===== config.mk =====
export PLATFORM = sky130hd
export DESIGN_NAME = segctl_flat
export DESIGN_NICKNAME = d
export VERILOG_FILES = /design/src/rtl/segctl_pkg.sv /design/src/rtl/segctl_if.sv /design/src/rtl/segctl_seg7_decode.sv /design/src/rtl/segctl.sv /design/src/flat_wrapper.sv
export SDC_FILE = /design/constraint.sdc
export NUM_CORES = 1
export LEC_CHECK = 0
export ABC_AREA = 1
export CAP_MARGIN = 20
export CORE_MARGIN = 2
export CORE_UTILIZATION = 48
export CTS_CLUSTER_DIAMETER = 30
export DETAILED_ROUTE_END_ITERATION = 8
export GPL_ROUTABILITY_DRIVEN = 0
export PLACE_DENSITY_LB_ADDON = 0.15
export SLEW_MARGIN = 30
export SYNTH_ARGS = -nofsm -noshare
export SYNTH_HDL_FRONTEND = slang
export SYNTH_SLANG_ARGS = --single-unit
export TNS_END_PERCENT = 30

===== constraint.sdc =====
create_clock -name aclk -period 2.2 [get_ports aclk]
set_clock_uncertainty 0.05 [all_clocks]
set_input_delay 0.44 -clock aclk [delete_from_list [all_inputs] [get_ports aclk]]
set_output_delay 0.44 -clock aclk [all_outputs]
set_load 0.02 [all_outputs]

===== src/rtl/segctl_pkg.sv =====
// segctl shared definitions: register word indices, CTRL bit
// positions, 7-segment cathode table and a byte-strobe helper.
package segctl_pkg;

  localparam logic [29:0] REG_CTRL  = 30'd0;
  localparam logic [29:0] REG_DATA  = 30'd1;
  localparam logic [29:0] REG_DP    = 30'd2;
  localparam logic [29:0] REG_LED   = 30'd3;
  localparam logic [29:0] REG_BLINK = 30'd4;

  localparam int CTRL_EN = 0;

  localparam logic [31:0] RD_UNMAPPED = 32'h5555_5555;

  // {dp,g,f,e,d,c,b,a}, active-low, dp off
  localparam logic [7:0] SEG_LUT [16] = '{
    8'hC0, 8'hF9, 8'hA4, 8'hB0,
    8'h99, 8'h92, 8'h82, 8'hF8,
    8'h80, 8'h90, 8'h88, 8'h83,
    8'hC6, 8'hA1, 8'h86, 8'h8E
  };

  function automatic logic [31:0] byte_mask(
    input logic [3:0] strb
  );
    return {{8{strb[3]}}, {8{strb[2]}},
            {8{strb[1]}}, {8{strb[0]}}};
  endfunction

endpackage


===== src/rtl/segctl_if.sv =====
// AXI4-Lite bundle for segctl.
// slave: register block side, master: bus/bench side.
interface segctl_if;

  logic        arvalid;
  logic        arready;
  logic [31:0] araddr;
  logic [2:0]  arprot;
  logic        rvalid;
  logic        rready;
  logic [31:0] rdata;
  logic [1:0]  rresp;
  logic        awvalid;
  logic        awready;
  logic [31:0] awaddr;
  logic [2:0]  awprot;
  logic        wvalid;
  logic        wready;
  logic [31:0] wdata;
  logic [3:0]  wstrb;
  logic        bvalid;
  logic        bready;
  logic [1:0]  bresp;

  modport slave (
    input  arvalid, araddr, arprot, rready,
    input  awvalid, awaddr, awprot,
    input  wvalid, wdata, wstrb, bready,
    output arready, rvalid, rdata, rresp,
    output awready, wready, bvalid, bresp
  );

  modport master (
    output arvalid, araddr, arprot, rready,
    output awvalid, awaddr, awprot,
    output wvalid, wdata, wstrb, bready,
    input  arready, rvalid, rdata, rresp,
    input  awready, wready, bvalid, bresp
  );

endinterface


===== src/rtl/segctl_seg7_decode.sv =====
// Hex nibble + dp to active-low cathodes, combinational.
// Ports: nib (4), dp (1, 1 = lit), cat (8, {dp,g..a}).
module seg7_decode
  import segctl_pkg::*;
(
  input  logic [3:0] nib,
  input  logic       dp,
  output logic [7:0] cat
);

  logic [7:0] pat;

  assign pat = SEG_LUT[nib];
  assign cat = {pat[7] & ~dp, pat[6:0]};

endmodule


===== src/rtl/segctl.sv =====
// 8-digit 7-segment scanner + LED register, AXI4-Lite slave.
// Ports: aclk, aresetn (sync, low), s_axi, seg_an, seg_cat, led.
// Optional macro SEGCTL_BLINK_EN adds the BLINK register.
module segctl
  import segctl_pkg::*;
#(
  parameter int unsigned SCAN_PERIOD  = 100000,
  parameter int unsigned BLINK_PERIOD = 25000000
) (
  input  logic       aclk,
  input  logic       aresetn,
  segctl_if.slave    s_axi,
  output logic [7:0] seg_an,
  output logic [7:0] seg_cat,
  output logic [15:0] led
);

  localparam int SW = $clog2(SCAN_PERIOD + 1);

  logic        ctrl_en;
  logic [31:0] data_q;
  logic [7:0]  dp_q;
  logic [15:0] led_q;
  logic        rvalid_q;
  logic [31:0] rdata_q;
  logic [1:0]  rresp_q;
  logic        bvalid_q;
  logic [1:0]  bresp_q;
  logic [29:0] ar_idx;
  logic [29:0] aw_idx;
  logic        rd_go;
  logic        wr_go;
  logic [31:0] wmask;
  logic [31:0] wd;
  logic [31:0] rd_mux;
  logic [SW-1:0] scan_cnt;
  logic [2:0]  dig;
  logic [7:0]  dec_cat;
  logic        blank;

  assign ar_idx = s_axi.araddr[31:2];
  assign aw_idx = s_axi.awaddr[31:2];
  assign wd     = s_axi.wdata;
  assign wmask  = byte_mask(s_axi.wstrb);

  assign rd_go = s_axi.arvalid && !rvalid_q;
  assign wr_go = s_axi.awvalid && s_axi.wvalid
              && !bvalid_q;

  assign s_axi.arready = !rvalid_q;
  assign s_axi.rvalid  = rvalid_q;
  assign s_axi.rdata   = rdata_q;
  assign s_axi.rresp   = rresp_q;
  assign s_axi.awready = wr_go;
  assign s_axi.wready  = wr_go;
  assign s_axi.bvalid  = bvalid_q;
  assign s_axi.bresp   = bresp_q;

  logic unused_ok;
  assign unused_ok = ^{s_axi.arprot, s_axi.awprot,
                       s_axi.araddr[1:0],
                       s_axi.awaddr[1:0]};

`ifdef SEGCTL_BLINK_EN
  localparam int BW = $clog2(BLINK_PERIOD + 1);

  logic [7:0]    blink_q;
  logic [BW-1:0] blink_cnt;
  logic          phase;

  // phase only advances while enabled; it holds otherwise
  always_ff @(posedge aclk) begin
    if (!aresetn) begin
      blink_cnt <= '0;
      phase     <= 1'b0;
    end else if (ctrl_en) begin
      if (blink_cnt == BW'(BLINK_PERIOD - 1)) begin
        blink_cnt <= '0;
        phase     <= ~phase;
      end else begin
        blink_cnt <= blink_cnt + BW'(1);
      end
    end
  end

  assign blank = phase && blink_q[dig];
`else
  localparam int unsigned UNUSED_BLINK = BLINK_PERIOD;
  assign blank = 1'b0;
`endif

  // reads sample registers before any same-cycle write
  always_comb begin
    rd_mux = RD_UNMAPPED;
    unique case (1'b1)
      ar_idx == REG_CTRL: rd_mux = {31'd0, ctrl_en};
      ar_idx == REG_DATA: rd_mux = data_q;
      ar_idx == REG_DP:   rd_mux = {24'd0, dp_q};
      ar_idx == REG_LED:  rd_mux = {16'd0, led_q};
`ifdef SEGCTL_BLINK_EN
      ar_idx == REG_BLINK: rd_mux = {24'd0, blink_q};
`endif
      default: ;
    endcase
  end

  always_ff @(posedge aclk) begin
    if (!aresetn) begin
      rvalid_q <= 1'b0;
      rdata_q  <= '0;
      rresp_q  <= '0;
    end else if (rd_go) begin
      rvalid_q <= 1'b1;
      rdata_q  <= rd_mux;
      rresp_q  <= 2'b00;
    end else if (rvalid_q && s_axi.rready) begin
      rvalid_q <= 1'b0;
    end
  end

  always_ff @(posedge aclk) begin
    if (!aresetn) begin
      bvalid_q <= 1'b0;
      bresp_q  <= '0;
    end else if (wr_go) begin
      bvalid_q <= 1'b1;
      bresp_q  <= 2'b00;
    end else if (bvalid_q && s_axi.bready) begin
      bvalid_q <= 1'b0;
    end
  end

  always_ff @(posedge aclk) begin
    if (!aresetn) begin
      ctrl_en <= 1'b0;
      data_q  <= '0;
      dp_q    <= '0;
      led_q   <= '0;
`ifdef SEGCTL_BLINK_EN
      blink_q <= '0;
`endif
    end else if (wr_go) begin
      unique case (1'b1)
        aw_idx == REG_CTRL:
          ctrl_en <= (ctrl_en & ~wmask[CTRL_EN])
                   | (wd[CTRL_EN] & wmask[CTRL_EN]);
        aw_idx == REG_DATA:
          data_q <= (data_q & ~wmask) | (wd & wmask);
        aw_idx == REG_DP:
          dp_q <= (dp_q & ~wmask[7:0])
                | (wd[7:0] & wmask[7:0]);
        aw_idx == REG_LED:
          led_q <= (led_q & ~wmask[15:0])
                 | (wd[15:0] & wmask[15:0]);
`ifdef SEGCTL_BLINK_EN
        aw_idx == REG_BLINK:
          blink_q <= (blink_q & ~wmask[7:0])
                   | (wd[7:0] & wmask[7:0]);
`endif
        default: ;
      endcase
    end
  end

  // disabled: parked on digit 0 so enable starts a full dwell
  always_ff @(posedge aclk) begin
    if (!aresetn || !ctrl_en) begin
      scan_cnt <= '0;
      dig      <= '0;
    end else if (scan_cnt == SW'(SCAN_PERIOD - 1)) begin
      scan_cnt <= '0;
      dig      <= dig + 3'd1;
    end else begin
      scan_cnt <= scan_cnt + SW'(1);
    end
  end

  seg7_decode u_dec (
    .nib (data_q[{dig, 2'b00} +: 4]),
    .dp  (dp_q[dig]),
    .cat (dec_cat)
  );

  always_ff @(posedge aclk) begin
    if (!aresetn || !ctrl_en) begin
      seg_an  <= 8'hFF;
      seg_cat <= 8'hFF;
    end else begin
      seg_an  <= ~(8'd1 << dig);
      seg_cat <= blank ? 8'hFF : dec_cat;
    end
  end

  assign led = led_q;

endmodule


===== src/flat_wrapper.sv =====
// flat-port wrapper written by rule: the top's interface ports become plain ports
module segctl_flat import segctl_pkg::*;
#(
  parameter int unsigned SCAN_PERIOD  = 100000,
  parameter int unsigned BLINK_PERIOD = 25000000
)
  (aclk, aresetn, seg_an, seg_cat, led, s_axi_arvalid, s_axi_araddr, s_axi_arprot, s_axi_rready, s_axi_awvalid, s_axi_awaddr, s_axi_awprot, s_axi_wvalid, s_axi_wdata, s_axi_wstrb, s_axi_bready, s_axi_arready, s_axi_rvalid, s_axi_rdata, s_axi_rresp, s_axi_awready, s_axi_wready, s_axi_bvalid, s_axi_bresp);
  segctl_if s_axi_i ();
  input  logic aclk;
  input  logic aresetn;
  output logic [7:0] seg_an;
  output logic [7:0] seg_cat;
  output logic [15:0] led;
  input wire logic [$bits(s_axi_i.arvalid)-1:0] s_axi_arvalid;
  input wire logic [$bits(s_axi_i.araddr)-1:0] s_axi_araddr;
  input wire logic [$bits(s_axi_i.arprot)-1:0] s_axi_arprot;
  input wire logic [$bits(s_axi_i.rready)-1:0] s_axi_rready;
  input wire logic [$bits(s_axi_i.awvalid)-1:0] s_axi_awvalid;
  input wire logic [$bits(s_axi_i.awaddr)-1:0] s_axi_awaddr;
  input wire logic [$bits(s_axi_i.awprot)-1:0] s_axi_awprot;
  input wire logic [$bits(s_axi_i.wvalid)-1:0] s_axi_wvalid;
  input wire logic [$bits(s_axi_i.wdata)-1:0] s_axi_wdata;
  input wire logic [$bits(s_axi_i.wstrb)-1:0] s_axi_wstrb;
  input wire logic [$bits(s_axi_i.bready)-1:0] s_axi_bready;
  output wire logic [$bits(s_axi_i.arready)-1:0] s_axi_arready;
  output wire logic [$bits(s_axi_i.rvalid)-1:0] s_axi_rvalid;
  output wire logic [$bits(s_axi_i.rdata)-1:0] s_axi_rdata;
  output wire logic [$bits(s_axi_i.rresp)-1:0] s_axi_rresp;
  output wire logic [$bits(s_axi_i.awready)-1:0] s_axi_awready;
  output wire logic [$bits(s_axi_i.wready)-1:0] s_axi_wready;
  output wire logic [$bits(s_axi_i.bvalid)-1:0] s_axi_bvalid;
  output wire logic [$bits(s_axi_i.bresp)-1:0] s_axi_bresp;
  assign s_axi_i.arvalid = s_axi_arvalid;
  assign s_axi_i.araddr = s_axi_araddr;
  assign s_axi_i.arprot = s_axi_arprot;
  assign s_axi_i.rready = s_axi_rready;
  assign s_axi_i.awvalid = s_axi_awvalid;
  assign s_axi_i.awaddr = s_axi_awaddr;
  assign s_axi_i.awprot = s_axi_awprot;
  assign s_axi_i.wvalid = s_axi_wvalid;
  assign s_axi_i.wdata = s_axi_wdata;
  assign s_axi_i.wstrb = s_axi_wstrb;
  assign s_axi_i.bready = s_axi_bready;
  assign s_axi_arready = s_axi_i.arready;
  assign s_axi_rvalid = s_axi_i.rvalid;
  assign s_axi_rdata = s_axi_i.rdata;
  assign s_axi_rresp = s_axi_i.rresp;
  assign s_axi_awready = s_axi_i.awready;
  assign s_axi_wready = s_axi_i.wready;
  assign s_axi_bvalid = s_axi_i.bvalid;
  assign s_axi_bresp = s_axi_i.bresp;
  segctl #(.SCAN_PERIOD(SCAN_PERIOD), .BLINK_PERIOD(BLINK_PERIOD)) u_core (.aclk(aclk), .aresetn(aresetn), .s_axi(s_axi_i), .seg_an(seg_an), .seg_cat(seg_cat), .led(led));
endmodule

==> run_results.csv, run 1 <==
group,metric,value,unit
timing,drv_slew,0,
floorplanning,core-area,12720,µm²
grt,grt_pass1_wl,27.80,mm
yosys,synth_area_leaders,"dfxtp_1 40%, nor2_1 13%, nand2_1 12%, o21ai_0 5.8%, nand3_1 4.1%",
route,wl,16.61,mm
clocking,cts_tree,"done",
final_layout,fill_cells,1100,
final_layout,n_antenna_cell,0,
yosys,netlist_area,6309,µm²
timing,fmax,0.5125,GHz
yosys,syn_inst,920,
yosys,synth_top_area_share,40.30,%
grt,met3_usage,5.502,%
yosys,ys.warnings.count,0,
clocking,numCtsBuffers,17,
critical_path,crit_required,1.71,ns
critical_path,crit_family,"buffers and inverters",
grt,grtUsageMet2,38.86,%
yosys,async_reset_ff_share,0,%
critical_path,worstPathCellList,"clkdlybuf4s50_1",
floorplanning,rows,41,
power,pwr-share-clk,50.8,%
critical_path,cp_slowest_cell,"clkdlybuf4s50_1",
final_layout,final_cell_mix,"224 x nor2_1, 199 x nand2_1, 168 x clkdlybuf4s50_1, 126 x dfxtp_1, 72 x o21ai_0",
placement,io_buffers,171,
route,drt-initial-drc-count,553,
grt,grt_antenna_before_repair,0,
critical_path,cp_max_fo,3,
clocking,clk-insertion-delay-late,0.41,ns
clocking,htree_levels,4,
critical_path,critPathMaxStageDelay,0.64,ns
grt,top_usage_layer,"met2",
timing,min_period,1.951,ns
final_layout,layout_commonest_cell,"nor2_1",
clocking,post-cts-setup-buffers,0,
route,viasPerCell,4.947,
yosys,ys_types,43,
yosys,synth_edf_count,0,
timing,finalCritPeriodShare,88.69,%
route,vias,6382,
timing,slew-limit-headroom,51.95,%
critical_path,arrival,1.46,ns
clocking,clockBufferDepth,2,
final_layout,drive_gt1_share,9.750,%
floorplanning,num_io_pins,186,
floorplanning,die_area,14080,µm²
power,vdd.ir_drop.worst,0.4982,mV
power,leakage,3.546,nW
route,drc,0,
grt,grt_use_total,24.27,%
power,seqPwrFrac,40.5,%
timing,rsz0062_at_grt,"false",
placement,place_area,8305,µm²
critical_path,path_class,"flip-flop to primary output",
timing,finalHoldViolCount,0,
yosys,synth_seq_cells,127,
final_layout,final_area,8946,µm²
clocking,cts-root-buf,"clkbuf_16",
flow_run,cap_viol_max_count,0,
route,wl_per_cell,12.88,µm
floorplanning,die_x,118.6,µm
power,power,5.818,mW
yosys,synth_top_flop_cell,"dfxtp_1",
status,status,"complete, no violations",
placement,dp_hpwl,12.46,mm
timing,finalSetupViolations,0,
grt,grtUsageMet1,31.31,%
route,first_pass_iters,5,
floorplanning,start_util,49.59,%
power,p_int,4.575,mW
floorplanning,fp.dieH,118.6,µm
timing,worstMarginPinSlew,0.7200,ns
route,antenna_left,0,
critical_path,path_buf_inv,1,
final_layout,areaGrowthSynthToFinish,41.81,%
clocking,clk_pin_slew_worst_paths,0.06,ns
clocking,hold_buffers,0,
grt,grt_max_degree,42,
yosys,synth_top_cell_by_area,"dfxtp_1",
grt,global_route.overflow_total,0,
power,power.net_switching,1.244,mW
power,power_density,650.4,nW/µm²
final_layout,finalNetCount,1231,
power,comb_power_share,8.7,%
critical_path,end_kind,"primary output",
yosys,ys_seq_area_share,40.30,%
yosys,avgSynthCellArea,6.857,µm²
grt,first_global_vias,5924,
worst_hold_path,hold_path.class,"flip-flop to flip-flop",
power,p_sw_share,21.38,%
critical_path,start_kind,"flip-flop",
clocking,cts.sinks,127,
==> Yosys cell counts (2+ instances only) <==
cell,n
buf_6,5
nand3_4,4
inv_2,4
buf_2,9
nor4_2,2
a21oi_1,40
clkinv_4,4
nor3_2,3
nand3b_1,8
o21ai_2,4
nand4_1,6
o21ai_0,73
nand2_1,199
nand3_1,52
o211ai_4,2
nor3_1,8
nor2_2,7
nor2_1,224
nand3_2,3
inv_1,65
clkbuf_1,11
a32oi_1,2
clkinv_2,2
ha_1,13
o21ai_1,9
o22ai_1,2
nand2_2,5
nor2_4,4
dfxtp_1,127
buf_4,10
==> final cells by class <==
class | count | area (µm²) | area share [%]
sequential | 127 | 2544 | 28.43
tap | 172 | 215.2 | 2.406
clock inverter | 10 | 160.2 | 1.790
inverter | 76 | 310.3 | 3.469
multi-input combinational | 684 | 3256 | 36.39
timing repair buffer | 199 | 1997 | 22.32
clock buffer | 22 | 464.2 | 5.189
==> metrics by stage <==
stage | cells | TNS (ns) | utilization [%] | hold slack (ns) | setup slack [ns]
2_1_floorplan | 923 | 0 | - | 0.3675 | 0.3035
3_3_place_gp | 1258 | -0.02667 | 65.28 | 0.3804 | -0.01357
3_5_place_dp | 1258 | -0.03989 | 65.28 | 0.3881 | -0.02520
4_1_cts | 1290 | 0 | 70.17 | 0.4005 | 0.1527
5_1_grt | 1290 | 0 | 70.32 | 0.4342 | 0.06181
6_report | 1290 | 0 | 70.32 | 0.3990 | 0.2489
==> cells by family (layout without fill, tap and decap cells) <==
group | after synthesis | count (layout) | synth area share, %
AND/OR/NAND/NOR | 531 | 531 | 36.77
AO/OA/AOI/OAI | 135 | 135 | 11.76
flip-flops | 127 | 127 | 40.30
buffers and inverters | 112 | 307 | 8.389
adder cells (fa/ha/maj) | 13 | 13 | 2.578
other | 1 | 4 | 0.05944
XOR/XNOR | 1 | 1 | 0.1389
==> final timing paths <==
kind	from	endpoint	slack, ns	cells past startpoint
setup / recovery	flip-flop	led[12]	0.25	1
hold / removal	u_core.scan_cnt[0]	u_core.scan_cnt[0]	0.40	1
setup reg to reg	u_core.dig[0]	u_core.seg_cat[3]	0.25	10
hold reg to reg	u_core.scan_cnt[0]	u_core.scan_cnt[0]	0.40	1
==> power by group through the flow <==
stage	clock (mW)	sequential [mW]	combinational, mW
6_report	2.95	2.36	0.509
5_1_grt	3.11	2.36	0.555
4_1_cts	2.98	2.36	0.510
3_5_place_dp	0	2.41	0.508
3_3_place_gp	0	2.40	0.502
2_1_floorplan	0	2.45	0.158
==> repair_timing <==
| action | in CTS | in global routing |
|---|---|---|
| setup endpoints to repair | 2 | 4 |
| gates cloned | 0 | 0 |
| gates resized for setup | 2 | 8 |
==> per-layer routing <==
layer	routed length, µm	vias to the layer above	share of wire (%)
met4	415	0	2.5
met2	7578	198	46
met3	1049	28	6.3
met1	7568	2845	46
li1	-	3311	-
met5	0	-	0
No activity file was read; power rests on OpenSTA's default activity.
==> run 2, diff against run 1 <==
--- a/config.mk
+++ b/config.mk
@@ -13,6 +13,7 @@
 export DETAILED_ROUTE_END_ITERATION = 8
 export GPL_ROUTABILITY_DRIVEN = 0
 export PLACE_DENSITY_LB_ADDON = 0.15
+export SETUP_SLACK_MARGIN = 0.3
 export SLEW_MARGIN = 30
 export SYNTH_ARGS = -nofsm -noshare
 export SYNTH_HDL_FRONTEND = slang
==> run 2 against run 1 <==
Net effect:
- die area unchanged
- critical path depth unchanged
- power about the same
- highest routed layer unchanged
- first-iteration DRC count down 2.7%
- clock power about the same
- via count up 0.67%
- global-route usage up 0.051 points
- final area up 1.4%
==> run_results.csv, run 2 (same netlist as run 1, synthesis figures left out) <==
group,metric,value,unit
worst_hold_path,worstHoldStart,"u_core.scan_cnt[0]",
placement,dp_hpwl,12.46,mm
critical_path,arrival,1.43,ns
final_layout,layout_commonest_cell,"nor2_1",
grt,grt_antenna_before_repair,0,
critical_path,worstPathCellList,"clkdlybuf4s50_1",
clocking,cts_tree,"done",
route,wl,16.88,mm
clocking,clockBufferDepth,2,
timing,fmax,0.5202,GHz
placement,io_buffers,171,
route,viasPerCell,4.954,
critical_path,path_buf_inv,1,
final_layout,multiInputGateArea,3298,µm²
route,first_pass_iters,5,
critical_path,reg2reg_from,"u_core.dig[0]",
critical_path,cp_slowest_cell,"clkdlybuf4s50_1",
critical_path,cp_max_fo,3,
clocking,clk_pin_slew_worst_paths,0.05,ns
grt,first_global_vias,5946,
timing,hold_ws,0.3990,ns
floorplanning,fp.dieH,118.6,µm
critical_path,reg2reg_depth,10,
critical_path,end_kind,"primary output",
worst_hold_path,worstHoldPathCells,1,
critical_path,crit_family,"buffers and inverters",
clocking,numCtsBuffers,17,
critical_path,worstReg2RegEnd,"u_core.seg_cat[0]",
timing,drv_slew,0,
floorplanning,die_x,118.6,µm
timing,setup_ws,0.2776,ns
clocking,htree_levels,4,
clocking,cts-root-buf,"clkbuf_16",
worst_hold_path,min_to,"u_core.scan_cnt[0]",
clocking,cts.sinks,127,
placement,place_ws,-0.02520,ns
timing,finalSetupViolations,0,
placement,dp.cells,1258,
floorplanning,die_area,14080,µm²
status,status,"complete, no violations",
route,drt-initial-drc-count,538,
timing,finalCritPeriodShare,87.38,%
grt,global_route.overflow_total,0,
clocking,hold_buffers,0,
final_layout,finalNetCount,1238,
power,leakage,3.700,nW
critical_path,reg2reg_slack,0.38,ns
timing,fin_setup_tns,0,ns
floorplanning,rows,41,
route,drc,0,
final_layout,areaGrowthSynthToFinish,43.77,%
route,wl_per_cell,13.01,µm
critical_path,critPathMaxStageDelay,0.63,ns
timing,rsz0062_at_grt,"true",
final_layout,fin_cells,1297,
grt,grt_pass1_wl,27.84,mm
route,antenna_left,0,
worst_hold_path,hold_path.class,"flip-flop to flip-flop",
final_layout,n_antenna_cell,0,
final_layout,fill_cells,1084,
critical_path,path_class,"flip-flop to primary output",
timing,finalHoldViolCount,0,
flow_run,cap_viol_max_count,0,
power,power,5.824,mW
timing,min_period,1.922,ns
clocking,clk-insertion-delay-late,0.42,ns
timing,slew-limit-headroom,52.46,%
final_layout,ff_latch_area,2547,µm²
grt,grt_max_degree,42,
power,vdd.ir_drop.worst,0.5072,mV
power,power_density,642.1,nW/µm²
floorplanning,core-area,12720,µm²
critical_path,start_kind,"flip-flop",
final_layout,drive_gt1_share,11.82,%
route,vias,6425,
critical_path,crit_required,1.71,ns
grt,grt_use_total,24.32,%
floorplanning,num_io_pins,186,
floorplanning,start_util,49.59,%
timing,worstMarginPinSlew,0.7124,ns
final_layout,final_cell_mix,"223 x nor2_1, 199 x nand2_1, 160 x clkdlybuf4s50_1, 125 x dfxtp_1, 68 x o21ai_0",
## run 2: cell types whose count changed in the layout (fill, tap and decap cells not counted), sizes merged
cell,previous run,this run
buf,29,36
clkbuf,22,23
clkdlybuf4s15,0,1
clkdlybuf4s50,168,160
dlygate4sd2,2,1
dlymetal6s2s,0,7
## run 2: area by class of cell
type / instances / area share [%]
Clock buffer: 22 / 5.118
Clock inverter: 10 / 1.766
Inverter: 76 / 3.449
Multi-Input combinational cell: 684 / 36.36
Sequential cell: 127 / 28.09
Tap cell: 172 / 2.373
Timing Repair Buffer: 206 / 22.84
## run 2: through the flow
step	instance area (µm²)	utilization, %
3_5_place_dp	8305	65.28
6_report	9070	71.29
4_1_cts	8976	70.55
3_3_place_gp	8305	65.28
5_1_grt	9070	71.29
2_1_floorplan	6320	-
## run 2: worst max path at each step
stage	slack (ns)	to	startpoint	cells past startpoint
floorplan	0.30	u_core.seg_cat[5]	u_core.dig[0]	11
CTS	0.24	led[9]	flip-flop	1
detailed placement	-0.03	s_axi_awready	s_axi_wvalid	4
global route	0.24	u_core.seg_cat[0]	u_core.dig[0]	10
global placement	-0.01	s_axi_awready	s_axi_awvalid	4
finish	0.28	led[10]	flip-flop	1
## run 2: where the power goes
| part | switching [mW] | total, mW | internal (mW) |
|---|---|---|---|
| sequential | 0.0175 | 2.35 | 2.34 |
| combinational | 0.225 | 0.508 | 0.284 |
| clock | 1.01 | 2.96 | 1.95 |
| total | 1.25 | 5.82 | 4.57 |
## run 2: what timing repair did
action / 4_1_cts / 5_1_grt
setup buffers: 3 / 4
resized for setup: 14 / 30
pin swaps: 2 / 8
endpoints found under the setup margin: 20 / 50
gates cloned: 0 / 0
## run 2: routing by layer
| metal | part of all wire [%] | vias to the layer above | routed length [µm] | track usage [%] |
|---|---|---|---|---|
| li1 | - | 3328 | - | - |
| met1 | 45 | 2868 | 7579 | 31.28 |
| met2 | 46 | 200 | 7738 | 39.15 |
| met3 | 6.6 | 29 | 1113 | 5.502 |
| met4 | 2.6 | 0 | 443 | 10.27 |
| met5 | 0 | - | 0 | 0 |
==> run 3, diff against run 2 <==
--- a/config.mk
+++ b/config.mk
@@ -10,6 +10,7 @@
 export CORE_MARGIN = 2
 export CORE_UTILIZATION = 48
 export CTS_CLUSTER_DIAMETER = 30
+export CTS_CLUSTER_SIZE = 28
 export DETAILED_ROUTE_END_ITERATION = 8
 export GPL_ROUTABILITY_DRIVEN = 0
 export PLACE_DENSITY_LB_ADDON = 0.15
==> results of run 3 <==
The final DEF is identical to that of run 2; final timing and power are the same.
